<file path="config.mk">
export PLATFORM = sky130hd
export DESIGN_NAME = rnn_step_ctrl_flat
export DESIGN_NICKNAME = d
export VERILOG_FILES = /design/src/rtl/rnn_pkg.sv /design/src/rtl/rnn_step_ctrl_if.sv /design/src/rtl/q88_hardtanh.sv /design/src/rtl/rnn_step_ctrl.sv /design/src/flat_wrapper.sv
export SDC_FILE = /design/constraint.sdc
export NUM_CORES = 1
export LEC_CHECK = 0
export ABC_AREA = 1
export CORE_MARGIN = 2
export CORE_UTILIZATION = 59
export CTS_BUF_LIST = sky130_fd_sc_hd__clkbuf_8 sky130_fd_sc_hd__clkbuf_16
export CTS_CLUSTER_DIAMETER = 80
export DETAILED_ROUTE_END_ITERATION = 8
export MAX_ROUTING_LAYER = met4
export PLACE_DENSITY = 0.86
export RECOVER_POWER = 25
export SLEW_MARGIN = 20
export SYNTH_ARGS = -nofsm -noshare
export SYNTH_HDL_FRONTEND = slang
export SYNTH_SLANG_ARGS = --single-unit
</file>
<file path="constraint.sdc">
create_clock -name clk -period 5.2 [get_ports clk]
set_input_delay 1.04 -clock clk [delete_from_list [all_inputs] [get_ports clk]]
set_output_delay 1.04 -clock clk [all_outputs]
set_load 0.01 [all_outputs]
</file>
<file path="src/rtl/rnn_pkg.sv">
// rnn_pkg: shared state encoding and Q8.8 constants for the RNN step controller
package rnn_pkg;

    typedef enum logic [2:0] {
        IDLE,
        START_X,
        WAIT_X,
        ACC_X,
        START_H,
        WAIT_H,
        ACC_H,
        DONE
    } state_t;

    localparam int FRAC_BITS = 8;
    localparam logic signed [15:0] Q_ONE = 16'sd1 <<< FRAC_BITS;
    localparam logic signed [15:0] Q_NEG_ONE = -Q_ONE;

endpackage

</file>
<file path="src/rtl/rnn_step_ctrl_if.sv">
// rnn_step_ctrl_if: start/ready handshake and result read-out towards the matmul engine
interface rnn_step_ctrl_if #(
    parameter int HID_BITS = 2
) ();

    logic                mm_start;
    logic                mm_ready;
    logic                mm_src;
    logic [HID_BITS-1:0] mm_sel;
    logic [15:0]         mm_data;

    modport master (output mm_start, mm_src, mm_sel, input mm_ready, mm_data);
    modport slave  (input mm_start, mm_src, mm_sel, output mm_ready, mm_data);

endinterface

</file>
<file path="src/rtl/q88_hardtanh.sv">
// q88_hardtanh: clamps an 18-bit Q8.8 sum into the 16-bit range [-1.0, +1.0]
module q88_hardtanh
    import rnn_pkg::*;
(
    input  logic signed [17:0] din,
    output logic signed [15:0] dout
);

    localparam logic signed [17:0] HI = 18'(Q_ONE);
    localparam logic signed [17:0] LO = -HI;

    // Saturate above +1.0 and below -1.0, otherwise pass the low 16 bits
    always_comb begin
        dout = din > HI ? Q_ONE : din < LO ? Q_NEG_ONE : din[15:0];
    end

endmodule

</file>
<file path="src/rtl/rnn_step_ctrl.sv">
// rnn_step_ctrl: sequences input and hidden matmul passes, bias add and hardtanh for one RNN step
module rnn_step_ctrl
    import rnn_pkg::*;
#(
    parameter int VEC_BITS = 2,
    parameter int HID_BITS = 2
) (
    input  logic                clk,
    input  logic                rst_n,
    input  logic                step_start,
    input  logic                clear_h,
    output logic                busy,
    output logic                done,
    rnn_step_ctrl_if.master     mm,
    output logic [HID_BITS-1:0] bias_sel,
    input  logic [15:0]         bias_data,
    input  logic [VEC_BITS-1:0] h_rd_sel,
    output logic [15:0]         h_rd_data
);

    localparam int M = 1 << HID_BITS;

    state_t                        state, state_nx;
    logic [HID_BITS-1:0]           sel;
    logic [15:0]                   acc [M];
    logic [15:0]                   h [M];
    logic                          last;
    logic [17:0]                   sum;
    logic [15:0]                   h_new;
    logic [VEC_BITS+HID_BITS-1:0]  rd_ext;

    assign last     = &sel;
    assign sum      = {{2{acc[sel][15]}}, acc[sel]}
                    + {{2{mm.mm_data[15]}}, mm.mm_data}
                    + {{2{bias_data[15]}}, bias_data};
    assign rd_ext   = {{HID_BITS{1'b0}}, h_rd_sel};
    assign bias_sel = sel;
    assign mm.mm_sel = sel;

    q88_hardtanh u_act (
        .din  (sum),
        .dout (h_new)
    );

    // State register
    always_ff @(posedge clk or negedge rst_n) begin
        if (!rst_n) state <= IDLE;
        else        state <= state_nx;
    end

    // Next-state and handshake outputs; mm_src tracks the H states so it stays stable through WAIT/ACC
    always_comb begin
        state_nx    = state;
        busy        = state != IDLE;
        done        = state == DONE;
        mm.mm_src   = state inside {START_H, WAIT_H, ACC_H};
        mm.mm_start = state inside {START_X, START_H} && mm.mm_ready;
        case (state)
            IDLE:    state_nx = !clear_h && step_start ? START_X : IDLE;
            START_X: state_nx = mm.mm_ready ? WAIT_X : START_X;
            WAIT_X:  state_nx = mm.mm_ready ? ACC_X : WAIT_X;
            ACC_X:   state_nx = last ? START_H : ACC_X;
            START_H: state_nx = mm.mm_ready ? WAIT_H : START_H;
            WAIT_H:  state_nx = mm.mm_ready ? ACC_H : WAIT_H;
            ACC_H:   state_nx = last ? DONE : ACC_H;
            default: state_nx = IDLE;
        endcase
    end

    // Read-out index, accumulator capture and hidden-state update; sel wraps to 0 after each pass
    always_ff @(posedge clk or negedge rst_n) begin
        if (!rst_n) begin
            sel <= '0;
            for (int i = 0; i < M; i++) begin
                acc[i] <= '0;
                h[i]   <= '0;
            end
        end else begin
            if (state == IDLE && clear_h)
                for (int i = 0; i < M; i++) h[i] <= '0;
            if (state == ACC_X || state == ACC_H) sel <= sel + 1'b1;
            if (state == ACC_X) acc[sel] <= mm.mm_data;
            if (state == ACC_H) h[sel] <= h_new;
        end
    end

    // Hidden-state read port; indices past the hidden length read as zero padding
    always_comb begin
        h_rd_data = (rd_ext >> HID_BITS) == '0 ? h[rd_ext[HID_BITS-1:0]] : 16'h0000;
    end

endmodule

</file>
<file path="src/flat_wrapper.sv">
// flat-port wrapper written by rule: the top's interface ports become plain ports
module rnn_step_ctrl_flat import rnn_pkg::*;
#(
    parameter int VEC_BITS = 2,
    parameter int HID_BITS = 2
)
  (clk, rst_n, step_start, clear_h, busy, done, bias_sel, bias_data, h_rd_sel, h_rd_data, mm_mm_start, mm_mm_src, mm_mm_sel, mm_mm_ready, mm_mm_data);
  rnn_step_ctrl_if #(.HID_BITS(HID_BITS)) mm_i ();
  input  logic clk;
  input  logic rst_n;
  input  logic step_start;
  input  logic clear_h;
  output logic busy;
  output logic done;
  output logic [HID_BITS-1:0] bias_sel;
  input  logic [15:0] bias_data;
  input  logic [VEC_BITS-1:0] h_rd_sel;
  output logic [15:0] h_rd_data;
  output wire logic [$bits(mm_i.mm_start)-1:0] mm_mm_start;
  output wire logic [$bits(mm_i.mm_src)-1:0] mm_mm_src;
  output wire logic [$bits(mm_i.mm_sel)-1:0] mm_mm_sel;
  input wire logic [$bits(mm_i.mm_ready)-1:0] mm_mm_ready;
  input wire logic [$bits(mm_i.mm_data)-1:0] mm_mm_data;
  assign mm_mm_start = mm_i.mm_start;
  assign mm_mm_src = mm_i.mm_src;
  assign mm_mm_sel = mm_i.mm_sel;
  assign mm_i.mm_ready = mm_mm_ready;
  assign mm_i.mm_data = mm_mm_data;
  rnn_step_ctrl #(.VEC_BITS(VEC_BITS), .HID_BITS(HID_BITS)) u_core (.clk(clk), .rst_n(rst_n), .step_start(step_start), .clear_h(clear_h), .busy(busy), .done(done), .mm(mm_i), .bias_sel(bias_sel), .bias_data(bias_data), .h_rd_sel(h_rd_sel), .h_rd_data(h_rd_data));
endmodule
</file>
# After elaboration in Yosys (flattened, before gate mapping)
# Cells that the tools add are included.
[word_totals]
regBits = 133
inputBits = 39
output_inout_bits = 24
word_cells = 60
[op_classes]
add_sub_neg = 3
order_cmp = 5
n_eq_ne = 7
muxes = 22
bitwise_logic = 2
reduce_logical = 11
[op_table]
columns = ["op", "count"]
rows = [
  ["64-bit bitwise mux", 2],
  ["64-bit two-way mux", 2],
  ["16-bit two-way mux", 7],
  ["16-bit binary-select mux with 2-bit select", 2],
  ["16-bit demux with 2-bit select", 1],
  ["3-bit one-hot mux with 7 select lines", 1],
  ["18-bit adder", 1],
  ["18-bit by 10-bit greater-than comparator with 1-bit output, second input constant", 1],
  ["18-bit by 9-bit < comparator with 1-bit output, second input constant", 1],
  ["16-bit by 16-bit adder with 17-bit output", 1],
  ["3-bit == test, second input constant", 4],
  ["3-bit by 2-bit == test with 1-bit output, second input constant", 2],
  ["3-bit greater-or-equal comparator, second input constant", 2],
  ["2-bit inverter with 3-bit output", 2],
  ["3-bit nonzero test", 2],
  ["1-bit logical AND", 4],
  ["1-bit two-way mux", 4],
  ["2-bit two-way mux", 2],
  ["3-bit by 1-bit == test with 1-bit output, second input constant", 1],
  ["3-bit zero test", 1],
  ["3-bit by 1-bit < comparator with 1-bit output, second input constant", 1],
  ["3-bit two-way mux", 1],
  ["2-bit by 1-bit adder with 2-bit output, second input constant", 1],
  ["2-bit AND reduction", 1],
  ["other kinds (3)", 3],
]

# Depth between registers and ports, before layout
# Gate-level depths: netlist of the first run.
[depth]
word_depth = 11
ltp_mapped = 35
depth_no_buf = 32

# Cells and area by module
# Synthesis of the first run repeated with hierarchy kept, for this count alone.
[unflattened]
hier_cells = 949
area_unflattened_um2 = 8126.5
[modules_own_cells]
columns = ["module", "n_inst", "cells_each", "area_each_um2", "seq_area_each_um2"]
rows = [
  ["rnn_step_ctrl", 1, 898, 7908.8, 3328.2],
  ["q88_hardtanh", 1, 51, 217.7, 0.0],
]

# Worst setup path before layout of the first run
# Ideal clock, no wire load.
[synth_path]
path_type = "register to register"
from = "reg u_core.sel[0] (netlist: u_core.bias_sel[0])"
to = "reg u_core.h[2] (netlist bit)"
setup_ns = 0.119
arrival_ns = 4.286
required_ns = 5.081
setup_slack_ns = 0.794
path_stages_with_launch = 35
path_buffers = 3
synth_period_minus_slack_ns = 4.406
path_cell_list = "dfrtp_1 > clkbuf_1 > inv_1 > clkbuf_1 > nor2_1 > o22ai_1 > ha_1 > inv_1 > fa_1 > o21ai_0 > nand2_1 > a21oi_1 > nand2_1 > nand2_1 > nand2_1 > nand2_1 > nand3_1 > nand2_1 > xor2_1 > ha_1 > nand2_2 > inv_1 > nand2_1 > nand2_1 > a21oi_1 > nand2_1 > nand2_1 > nand2_1 > nand2_1 > nor2_1 > nand2_1 > nand2_4 > buf_6 > nand4_1 > nand2_1"
[synth_between]
elab_chain_cells = 11
word_cells_on_any_way = 17
cone_classes = "add/sub (2); order compare (4); mux (9); bitwise (1); reduce/logical (1)"
[synth_rtl]
columns = ["item", "line_no", "text"]
rows = [
  ["from (decl)", "rnn_step_ctrl.sv:24", "logic [HID_BITS-1:0] sel;"],
  ["from (signal assigned)", "rnn_step_ctrl.sv:81", "if (state == ACC_X || state == ACC_H) sel <= sel + 1'b1;"],
  ["2-bit inverter with 3-bit output (not written as such) *", "rnn_step_ctrl.sv:33, rnn_step_ctrl.sv:83", ""],
  ["16-bit binary-select mux with 2-bit select", "rnn_step_ctrl.sv:33", "assign sum = {{2{acc[sel][15]}}, acc[sel]}"],
  ["16-bit two-way mux (not written as such) (2 in a row)", "rnn_step_ctrl.sv:33", ""],
  ["16-bit by 16-bit adder with 17-bit output", "rnn_step_ctrl.sv:34", "+ {{2{mm.mm_data[15]}}, mm.mm_data}"],
  ["18-bit adder", "rnn_step_ctrl.sv:35", "+ {{2{bias_data[15]}}, bias_data};"],
  ["18-bit by 9-bit < comparator with 1-bit output", "q88_hardtanh.sv:14", "dout = din > HI ? Q_ONE : din < LO ? Q_NEG_ONE : din[15:0];"],
  ["16-bit two-way mux (2 in a row)", "q88_hardtanh.sv:14", ""],
  ["64-bit bitwise mux *", "rnn_step_ctrl.sv:83", "if (state == ACC_H) h[sel] <= h_new;"],
  ["64-bit two-way mux *", "rnn_step_ctrl.sv:83", ""],
  ["to (signal, indexed assignment)", "rnn_step_ctrl.sv:83", ""],
  ["to (decl)", "rnn_step_ctrl.sv:26", "logic [15:0] h [M];"],
]
# Every way passes the cells marked *; elsewhere a longest branch is shown, timed or not. The select of a mux whose other input is x is not followed.
# A chain may end at the register's enable or synchronous reset.

# Worst setup path after layout of the first run
[layout_path]
from = "in mm_mm_data[0]"
to = "reg u_core.h[48] (netlist bit)"
[layout_between]
elab_chain_cells = 7
word_cells_on_any_way = 8
cone_classes = "add/sub (2); order compare (2); mux (4)"
[layout_rtl]
columns = ["item", "line_no", "text"]
rows = [
  ["from (decl)", "flat_wrapper.sv:23", "input wire logic [$bits(mm_i.mm_data)-1:0] mm_mm_data;"],
  ["16-bit by 16-bit adder with 17-bit output *", "rnn_step_ctrl.sv:34", ""],
  ["18-bit adder *", "rnn_step_ctrl.sv:35", ""],
  ["18-bit by 9-bit < comparator with 1-bit output", "q88_hardtanh.sv:14", ""],
  ["16-bit two-way mux", "q88_hardtanh.sv:14", ""],
  ["16-bit two-way mux *", "q88_hardtanh.sv:14", ""],
  ["64-bit bitwise mux *", "rnn_step_ctrl.sv:83", ""],
  ["64-bit two-way mux *", "rnn_step_ctrl.sv:83", ""],
]
# Every way passes the cells marked *; elsewhere a longest branch is shown, timed or not.

==> impl_metrics.sql, run 1 <==
INSERT INTO impl_metrics (metric_group, metric, value, unit) VALUES
('status', 'outcome', 'finished, violations left', ''),
('status', 'failed_checks', 'max-capacitance violations, max-slew violations', ''),
('cts', 'maximum_number_of_buffers_from_clock_root_to_sink', '2', ''),
('global_routing', 'grt_use_met1', '0.391', ''),
('floorplan', 'floorplan.io_pins', '63', ''),
('drt', 'drc_errors', '0', ''),
('drt', 'finalWirelength', '21400', 'µm'),
('floorplan', 'die_height', '121', 'µm'),
('cts', 'total_clock_buffers_created_by_cts', '17', ''),
('placement', 'numPortBuffers', '62', ''),
('cts', 'clk_pin_slew', '60', 'ps'),
('flow_run', 'reported_max_cap_violation_count', '1', ''),
('worst_setup_path', 'crit_required', '5550', 'ps'),
('logic_synthesis', 'yosysSeqAreaShare', '0.411', ''),
('cts', 'hold_buffers', '0', ''),
('logic_synthesis', 'ys_ff_latch', '133', ''),
('sta', 'postLayoutSetupSlackWorst', '362', 'ps'),
('worst_hold_path', 'timing.hold.worst.class', 'register to register', ''),
('logic_synthesis', 'synthDistinctLibCells', '35', ''),
('cts', 'cts.htree.levels', '4', ''),
('floorplan', 'placeable_area', '13300', 'µm²'),
('worst_setup_path', 'cp_slowest_cell', 'sky130_fd_sc_hd__clkdlybuf4s50_1', ''),
('placement', 'globalplace.congestion', '1.05', ''),
('sta', 'total_setup_violations_reported_at_the_end_of_the_flow', '0', ''),
('drt', 'wl_per_cell', '15.9', 'µm'),
('drt', 'drt-pass1-iter-count', '5', ''),
('sta', 'portion_of_the_clock_cycle_consumed_by_the_worst_path_in_the_final_layout', '0.930', ''),
('sta', 'finalHoldWorstSlack', '480', 'ps'),
('cts', 'clock_latency', '420', 'ps'),
('floorplan', 'placementRows', '42', ''),
('logic_synthesis', 'post_synth_instance_area', '8090', 'µm²'),
('worst_setup_path', 'timing.critical_path.from_type', 'primary input', ''),
('placement', 'dp_hpwl', '14400', 'µm'),
('worst_setup_path', 'dominant_cell_type_by_count_on_the_critical_path', 'sky130_fd_sc_hd__nand2_1', ''),
('sta', 'unrepaired_setup_endpoints_after_global_routing', 'false', ''),
('global_routing', 'grt.met2_usage', '0.507', ''),
('sta', 'maxSlewViolCount', '134', ''),
('worst_setup_path', 'worst_path_largest_cell_delay', '520', 'ps'),
('worst_setup_path', 'cp-end-kind', 'register', ''),
('sta', 'worst_clock_skew', '9.25', 'ps'),
('logic_synthesis', 'avgSynthCellArea', '7.28', 'µm²'),
('logic_synthesis', 'postSynthNetCount', '1189', ''),
('placement', 'place_area', '8840', 'µm²'),
('floorplan', 'die_area', '14700', 'µm²'),
('worst_setup_path', 'critical_path.max_fanout', '32', ''),
('sta', 'timing_hold_violations_final', '0', ''),
('final_layout', 'syn2layout_area_growth', '16.2', '%'),
('global_routing', 'globalRoute.busiestLayer', 'met2', ''),
('cts', 'tritoncts_clock_tree', 'done', ''),
('global_routing', 'maximum_number_of_pins_on_one_net_before_global_route_repair', '134', ''),
('sta', 'worst_pin_slew', '3240', 'ps'),
('logic_synthesis', 'synth-warning-count', '0', ''),
('global_routing', 'grt_util_all_layers', '0.315', ''),
('final_layout', 'insertedDiodeCount', '0', ''),
('drt', 'post_dr_vias_cell', '5.90', ''),
('drt', 'routed-via-count', '7958', ''),
('drt', 'dr.first_iter.drc_count', '701', ''),
('worst_setup_path', 'crit_arrival', '5190', 'ps'),
('cts', 'clockRootBuffer', 'sky130_fd_sc_hd__clkbuf_16', ''),
('placement', 'detailedPlace.worstSlack', '-146', 'ps'),
('cts', 'cts_post_setup_buffers_inserted', '0', ''),
('floorplan', 'initial_core_util', '0.609', ''),
('global_routing', 'grt_pass1_wl', '35700', 'µm'),
('final_layout', 'final_nets', '1238', ''),
('global_routing', 'grt_overflow_total', '0', ''),
('sta', 'max_freq', '207', 'MHz'),
('drt', 'route.antenna.remaining_nets', '0', ''),
('worst_setup_path', 'critical_path_class', 'primary input to register', ''),
('global_routing', 'via_count_of_the_first_global_routing_pass', '7556', ''),
('logic_synthesis', 'synth_cells', '1111', ''),
('final_layout', 'finalInstanceArea', '9400', 'µm²'),
('final_layout', 'share_of_layout_cells_above_drive_strength_1', '0.0597', ''),
('floorplan', 'width_of_the_die', '121', 'µm'),
('sta', 'min_period', '4840', 'ps'),
('global_routing', 'initial_antenna_violation_count', '0', ''),
('cts', 'clock-sinks', '133', ''),
('global_routing', 'gr-usage-met3', '0.0550', ''),
('sta', 'worst_slew_margin_relative_to_its_limit', '-1.16', '');
-- flip-flops by register name, indices dropped and copies added (netlist names) --
name,cells
u_core.state,3
u_core.acc,64
u_core.bias_sel,2
u_core.h,64
-- cell usage after synthesis --
cell / instances / area (µm²)
sky130_fd_sc_hd__nor2_2: 4 / 25.0
sky130_fd_sc_hd__o221ai_1: 1 / 8.76
sky130_fd_sc_hd__a32oi_1: 1 / 8.76
sky130_fd_sc_hd__buf_4: 2 / 15.0
sky130_fd_sc_hd__a21o_1: 2 / 15.0
sky130_fd_sc_hd__nand2_4: 1 / 11.3
sky130_fd_sc_hd__buf_6: 6 / 67.6
sky130_fd_sc_hd__buf_2: 1 / 5.00
sky130_fd_sc_hd__a31oi_1: 1 / 6.26
sky130_fd_sc_hd__dfrtp_1: 133 / 3330
sky130_fd_sc_hd__o2111ai_1: 1 / 8.76
sky130_fd_sc_hd__fa_1: 2 / 40.0
sky130_fd_sc_hd__xor2_1: 10 / 87.6
sky130_fd_sc_hd__and2_1: 3 / 18.8
sky130_fd_sc_hd__o31ai_1: 2 / 15.0
sky130_fd_sc_hd__nor3_1: 2 / 10.0
sky130_fd_sc_hd__a211oi_1: 1 / 7.51
sky130_fd_sc_hd__inv_2: 6 / 22.5
sky130_fd_sc_hd__nand4_1: 41 / 257
sky130_fd_sc_hd__nand3_1: 89 / 445
sky130_fd_sc_hd__o22ai_1: 31 / 194
sky130_fd_sc_hd__xnor2_1: 6 / 52.6
sky130_fd_sc_hd__clkbuf_1: 38 / 143
sky130_fd_sc_hd__and3_1: 1 / 6.26
sky130_fd_sc_hd__nand2_1: 294 / 1100
sky130_fd_sc_hd__a21oi_1: 29 / 145
sky130_fd_sc_hd__clkinv_1: 4 / 15.0
sky130_fd_sc_hd__ha_1: 37 / 463
sky130_fd_sc_hd__a22oi_1: 1 / 7.51
sky130_fd_sc_hd__nand2_2: 8 / 50.1
sky130_fd_sc_hd__inv_1: 104 / 390
sky130_fd_sc_hd__nand3b_1: 3 / 22.5
sky130_fd_sc_hd__o21ai_0: 138 / 691
sky130_fd_sc_hd__nor2_1: 107 / 402
sky130_fd_sc_hd__buf_1: 1 / 3.75
-- metal layers --
metal	up-vias	part of all wire
met1	3744	0.41
li1	3779	-
met3	57	0.071
met5	-	0
met2	378	0.49
met4	0	0.030
-- critical path: cells and delay by family --
kind	cells	cell delay [ps]
adders and majority gates	3	980
xor gates and xnor gates	1	60
buffers and inverters	3	630
and+or+nand+nor	20	2010
AOI/OAI and AO/OA	2	430
-- metrics by stage --
stage / setup TNS, ps / std cells / utilization
3_5_place_dp: -4050 / 1317 / 0.665
3_3_place_gp: 0 / 1317 / 0.665
6_report: 0 / 1349 / 0.707
5_1_grt: 0 / 1349 / 0.707
4_1_cts: 0 / 1349 / 0.707
2_1_floorplan: 0 / 1111 / -
-- path summary, 6_finish.rpt --
check	from	endpoint	slack, ps	cells past startpoint
min in group asynchronous	rst_n	u_core.h[36]	1740	2
setup / recovery	mm_mm_data[0]	u_core.h[48]	360	29
max in group asynchronous	rst_n	u_core.acc[50]	1520	2
hold / removal	u_core.acc[35]	u_core.acc[35]	480	2
hold reg to reg	u_core.acc[35]	u_core.acc[35]	480	2
setup reg to reg	u_core.bias_sel[0]	u_core.h[48]	500	31
-- what timing repair did --
item | in CTS | in global routing
resized for setup | 0 | 4
endpoints found under the setup margin | 0 | 36
endpoints found under the hold margin | 0 | 0
-- cells by family (layout without fill, tap and decap cells) --
family                     after synthesis  after routing  synth area share
buffers and inverters                  162            224            0.0818
adders and majority gates               39             39            0.0622
AOI/OAI and AO/OA                      208            208             0.137
xor gates and xnor gates                16             16            0.0173
and+or+nand+nor                        553            553             0.291
DFF                                    133            133             0.411
-- cell type report --
class	instances	area [µm²]
clock buffer	21	480
fill	1077	3890
multi-input combinational	816	4120
tap	176	220
clock inverter	11	77.6
sequential	133	3330
inverter	114	428
timing repair buffer	78	748
-- placed cells by master, fill, tap and decap left out, types with 17 or more instances in the layout --
master,n
sky130_fd_sc_hd__nand3_1,89
sky130_fd_sc_hd__inv_1,104
sky130_fd_sc_hd__a21oi_1,27
sky130_fd_sc_hd__ha_1,37
sky130_fd_sc_hd__nand2_1,294
sky130_fd_sc_hd__clkbuf_16,17
sky130_fd_sc_hd__dfrtp_1,133
sky130_fd_sc_hd__o21ai_0,137
sky130_fd_sc_hd__o22ai_1,31
sky130_fd_sc_hd__clkdlybuf4s50_1,61
sky130_fd_sc_hd__nand4_1,41
sky130_fd_sc_hd__nor2_1,107
Power of run 1 is left out: the tool's default activity adds up to more than one toggle a clock period on the data nets, which glitch-free logic cannot reach.
==> run 2: changes to the inputs <==
--- a/config.mk
+++ b/config.mk
@@ -14,6 +14,7 @@
 export MAX_ROUTING_LAYER = met4
 export PLACE_DENSITY = 0.86
 export RECOVER_POWER = 25
+export REMOVE_ABC_BUFFERS = 1
 export SLEW_MARGIN = 20
 export SYNTH_ARGS = -nofsm -noshare
 export SYNTH_HDL_FRONTEND = slang
==> impl_metrics.sql, run 2 (synthesis gave the netlist of run 1 again) <==
INSERT INTO impl_metrics (metric_group, metric, value, unit) VALUES
('sta', 'min_period', '4800', 'ps'),
('placement', 'dp_hpwl', '14000', 'µm'),
('worst_setup_path', 'cp_slowest_cell', 'sky130_fd_sc_hd__dfrtp_1', ''),
('global_routing', 'gr-usage-met3', '0.0611', ''),
('floorplan', 'placeable_area', '13300', 'µm²'),
('drt', 'drc_errors', '0', ''),
('status', 'outcome', 'finished, violations left', ''),
('status', 'failed_checks', 'max-capacitance violations, max-slew violations', ''),
('final_layout', 'final.fill_count', '1062', ''),
('sta', 'maxSlewViolCount', '66', ''),
('worst_setup_path', 'worst_r2r_path_depth', '31', ''),
('cts', 'tritoncts_clock_tree', 'done', ''),
('final_layout', 'largest_registers', 'u_core.acc (64), u_core.h (64), u_core.state (3)', ''),
('worst_setup_path', 'worst_path_largest_cell_delay', '410', 'ps'),
('floorplan', 'initial_core_util', '0.609', ''),
('drt', 'post_dr_vias_cell', '5.83', ''),
('worst_setup_path', 'ff2ff_setup_slack', '400', 'ps'),
('cts', 'clockRootBuffer', 'sky130_fd_sc_hd__clkbuf_16', ''),
('worst_setup_path', 'timing.critical_path.from_type', 'register', ''),
('drt', 'dr.first_iter.drc_count', '758', ''),
('worst_setup_path', 'crit_required', '5550', 'ps'),
('sta', 'worst_slew_margin_relative_to_its_limit', '-1.31', ''),
('worst_hold_path', 'timing.hold.worst.class', 'register to register', ''),
('sta', 'finalHoldWorstSlack', '478', 'ps'),
('drt', 'finalWirelength', '20900', 'µm'),
('global_routing', 'via_count_of_the_first_global_routing_pass', '7328', ''),
('sta', 'postLayoutSetupSlackWorst', '399', 'ps'),
('final_layout', 'fin_util', '0.711', ''),
('cts', 'clock-sinks', '133', ''),
('global_routing', 'grt_overflow_total', '0', ''),
('floorplan', 'width_of_the_die', '121', 'µm'),
('sta', 'portion_of_the_clock_cycle_consumed_by_the_worst_path_in_the_final_layout', '0.923', ''),
('sta', 'worst_pin_slew', '3470', 'ps'),
('placement', 'numPortBuffers', '62', ''),
('worst_hold_path', 'min-delay-start', 'u_core.acc[35]', ''),
('drt', 'routed-via-count', '7851', ''),
('drt', 'route.antenna.remaining_nets', '0', ''),
('floorplan', 'die_area', '14700', 'µm²'),
('sta', 'unrepaired_setup_endpoints_after_global_routing', 'true', ''),
('drt', 'wl_per_cell', '15.5', 'µm'),
('worst_setup_path', 'cp-end-kind', 'register', ''),
('floorplan', 'die_height', '121', 'µm'),
('cts', 'hold_buffers', '0', ''),
('cts', 'total_clock_buffers_created_by_cts', '17', ''),
('worst_setup_path', 'crit_arrival', '5150', 'ps'),
('sta', 'timing_hold_violations_final', '0', ''),
('global_routing', 'grt_pass1_wl', '35000', 'µm'),
('final_layout', 'final_nets', '1236', ''),
('global_routing', 'initial_antenna_violation_count', '0', ''),
('global_routing', 'grt_use_met1', '0.387', ''),
('worst_hold_path', 'min_delay_worst_endpoint', 'u_core.acc[35]', ''),
('global_routing', 'maximum_number_of_pins_on_one_net_before_global_route_repair', '66', ''),
('floorplan', 'placementRows', '42', ''),
('final_layout', 'share_of_layout_cells_above_drive_strength_1', '0.0581', ''),
('worst_hold_path', 'worst_hold_path.num_cells', '2', ''),
('placement', 'globalplace.congestion', '0.928', ''),
('final_layout', 'insertedDiodeCount', '0', ''),
('cts', 'maximum_number_of_buffers_from_clock_root_to_sink', '2', ''),
('worst_setup_path', 'dominant_cell_type_by_count_on_the_critical_path', 'sky130_fd_sc_hd__nand2_1', ''),
('cts', 'clk_pin_slew', '60', 'ps'),
('final_layout', 'syn2layout_area_growth', '16.9', '%'),
('cts', 'cts.htree.levels', '4', ''),
('cts', 'clock_latency', '420', 'ps'),
('global_routing', 'grt_util_all_layers', '0.309', ''),
('worst_setup_path', 'critical_path_class', 'register to register', ''),
('final_layout', 'layout_common_cells', 'sky130_fd_sc_hd__nand2_1 (293), sky130_fd_sc_hd__o21ai_0 (136), sky130_fd_sc_hd__dfrtp_1 (133)', ''),
('worst_setup_path', 'critical_path.max_fanout', '32', ''),
('worst_setup_path', 'rr_endpoint', 'u_core.h[53]', ''),
('flow_run', 'reported_max_cap_violation_count', '1', ''),
('global_routing', 'globalRoute.busiestLayer', 'met2', ''),
('worst_setup_path', 'r2r_start', 'u_core.bias_sel[0]', ''),
('final_layout', 'layout_commonest_cell', 'sky130_fd_sc_hd__nand2_1', ''),
('placement', 'detailedPlace.worstSlack', '-77.2', 'ps'),
('floorplan', 'floorplan.io_pins', '63', ''),
('sta', 'final.setup.tns', '0', 'ps'),
('sta', 'max_freq', '208', 'MHz'),
('global_routing', 'grt.met2_usage', '0.495', ''),
('sta', 'worst_clock_skew', '9.13', 'ps'),
('sta', 'total_setup_violations_reported_at_the_end_of_the_flow', '0', ''),
('drt', 'drt-pass1-iter-count', '5', '');
-- run 2: critical path: cells and delay by family, from the launching register on --
family / cells / cell delay [ps]
and+or+nand+nor: 18 / 1810
buffers and inverters: 4 / 670
xor gates and xnor gates: 1 / 150
adders and majority gates: 2 / 660
AOI/OAI and AO/OA: 6 / 1010
DFF: 1 / 410
-- run 2: how the worst max path moves through the flow --
| stage | cells after the start | endpoint | start | slack [ps] |
|---|---|---|---|---|
| after global routing | 31 | u_core.h[53] | u_core.bias_sel[0] | -20 |
| after detailed placement | 28 | u_core.h[17] | mm_mm_data[0] | -80 |
| after CTS | 28 | u_core.h[53] | mm_mm_data[0] | 270 |
| final | 31 | u_core.h[53] | u_core.bias_sel[0] | 400 |
| after global placement | 25 | u_core.h[8] | mm_mm_data[0] | 40 |
| after floorplan | 30 | u_core.h[0] | u_core.bias_sel[0] | 270 |
-- run 2: timing repair --
action	in CTS	in global routing
setup buffers	0	0
endpoints found under the setup margin	0	60
resized for setup	0	7
-- run 2: layout make-up --
cell class                 instances  area [µm²]  share of cell area
clock inverter                    13         171              0.0181
inverter                         114         432              0.0456
sequential                       133        3330               0.352
tap                              176         220              0.0233
clock buffer                      19         453              0.0479
timing repair buffer              76         737              0.0779
multi-input combinational        816        4120               0.435
-- run 2: layer usage --
metal / wire length, µm / part of all wire / vias up
li1: - / - / 3774
met1: 8730 / 0.42 / 3688
met2: 10300 / 0.49 / 342
met3: 1340 / 0.064 / 47
met4: 556 / 0.027 / 0
met5: 0 / 0 / -
-- run 2: metrics by stage --
step                cells  cell area [µm²]
detailed placement   1315             8810
CTS                  1347             9440
global route         1347             9460
floorplan            1063             7860
global placement     1315             8810
finish               1347             9460
Power of run 2 is left out for the same reason.
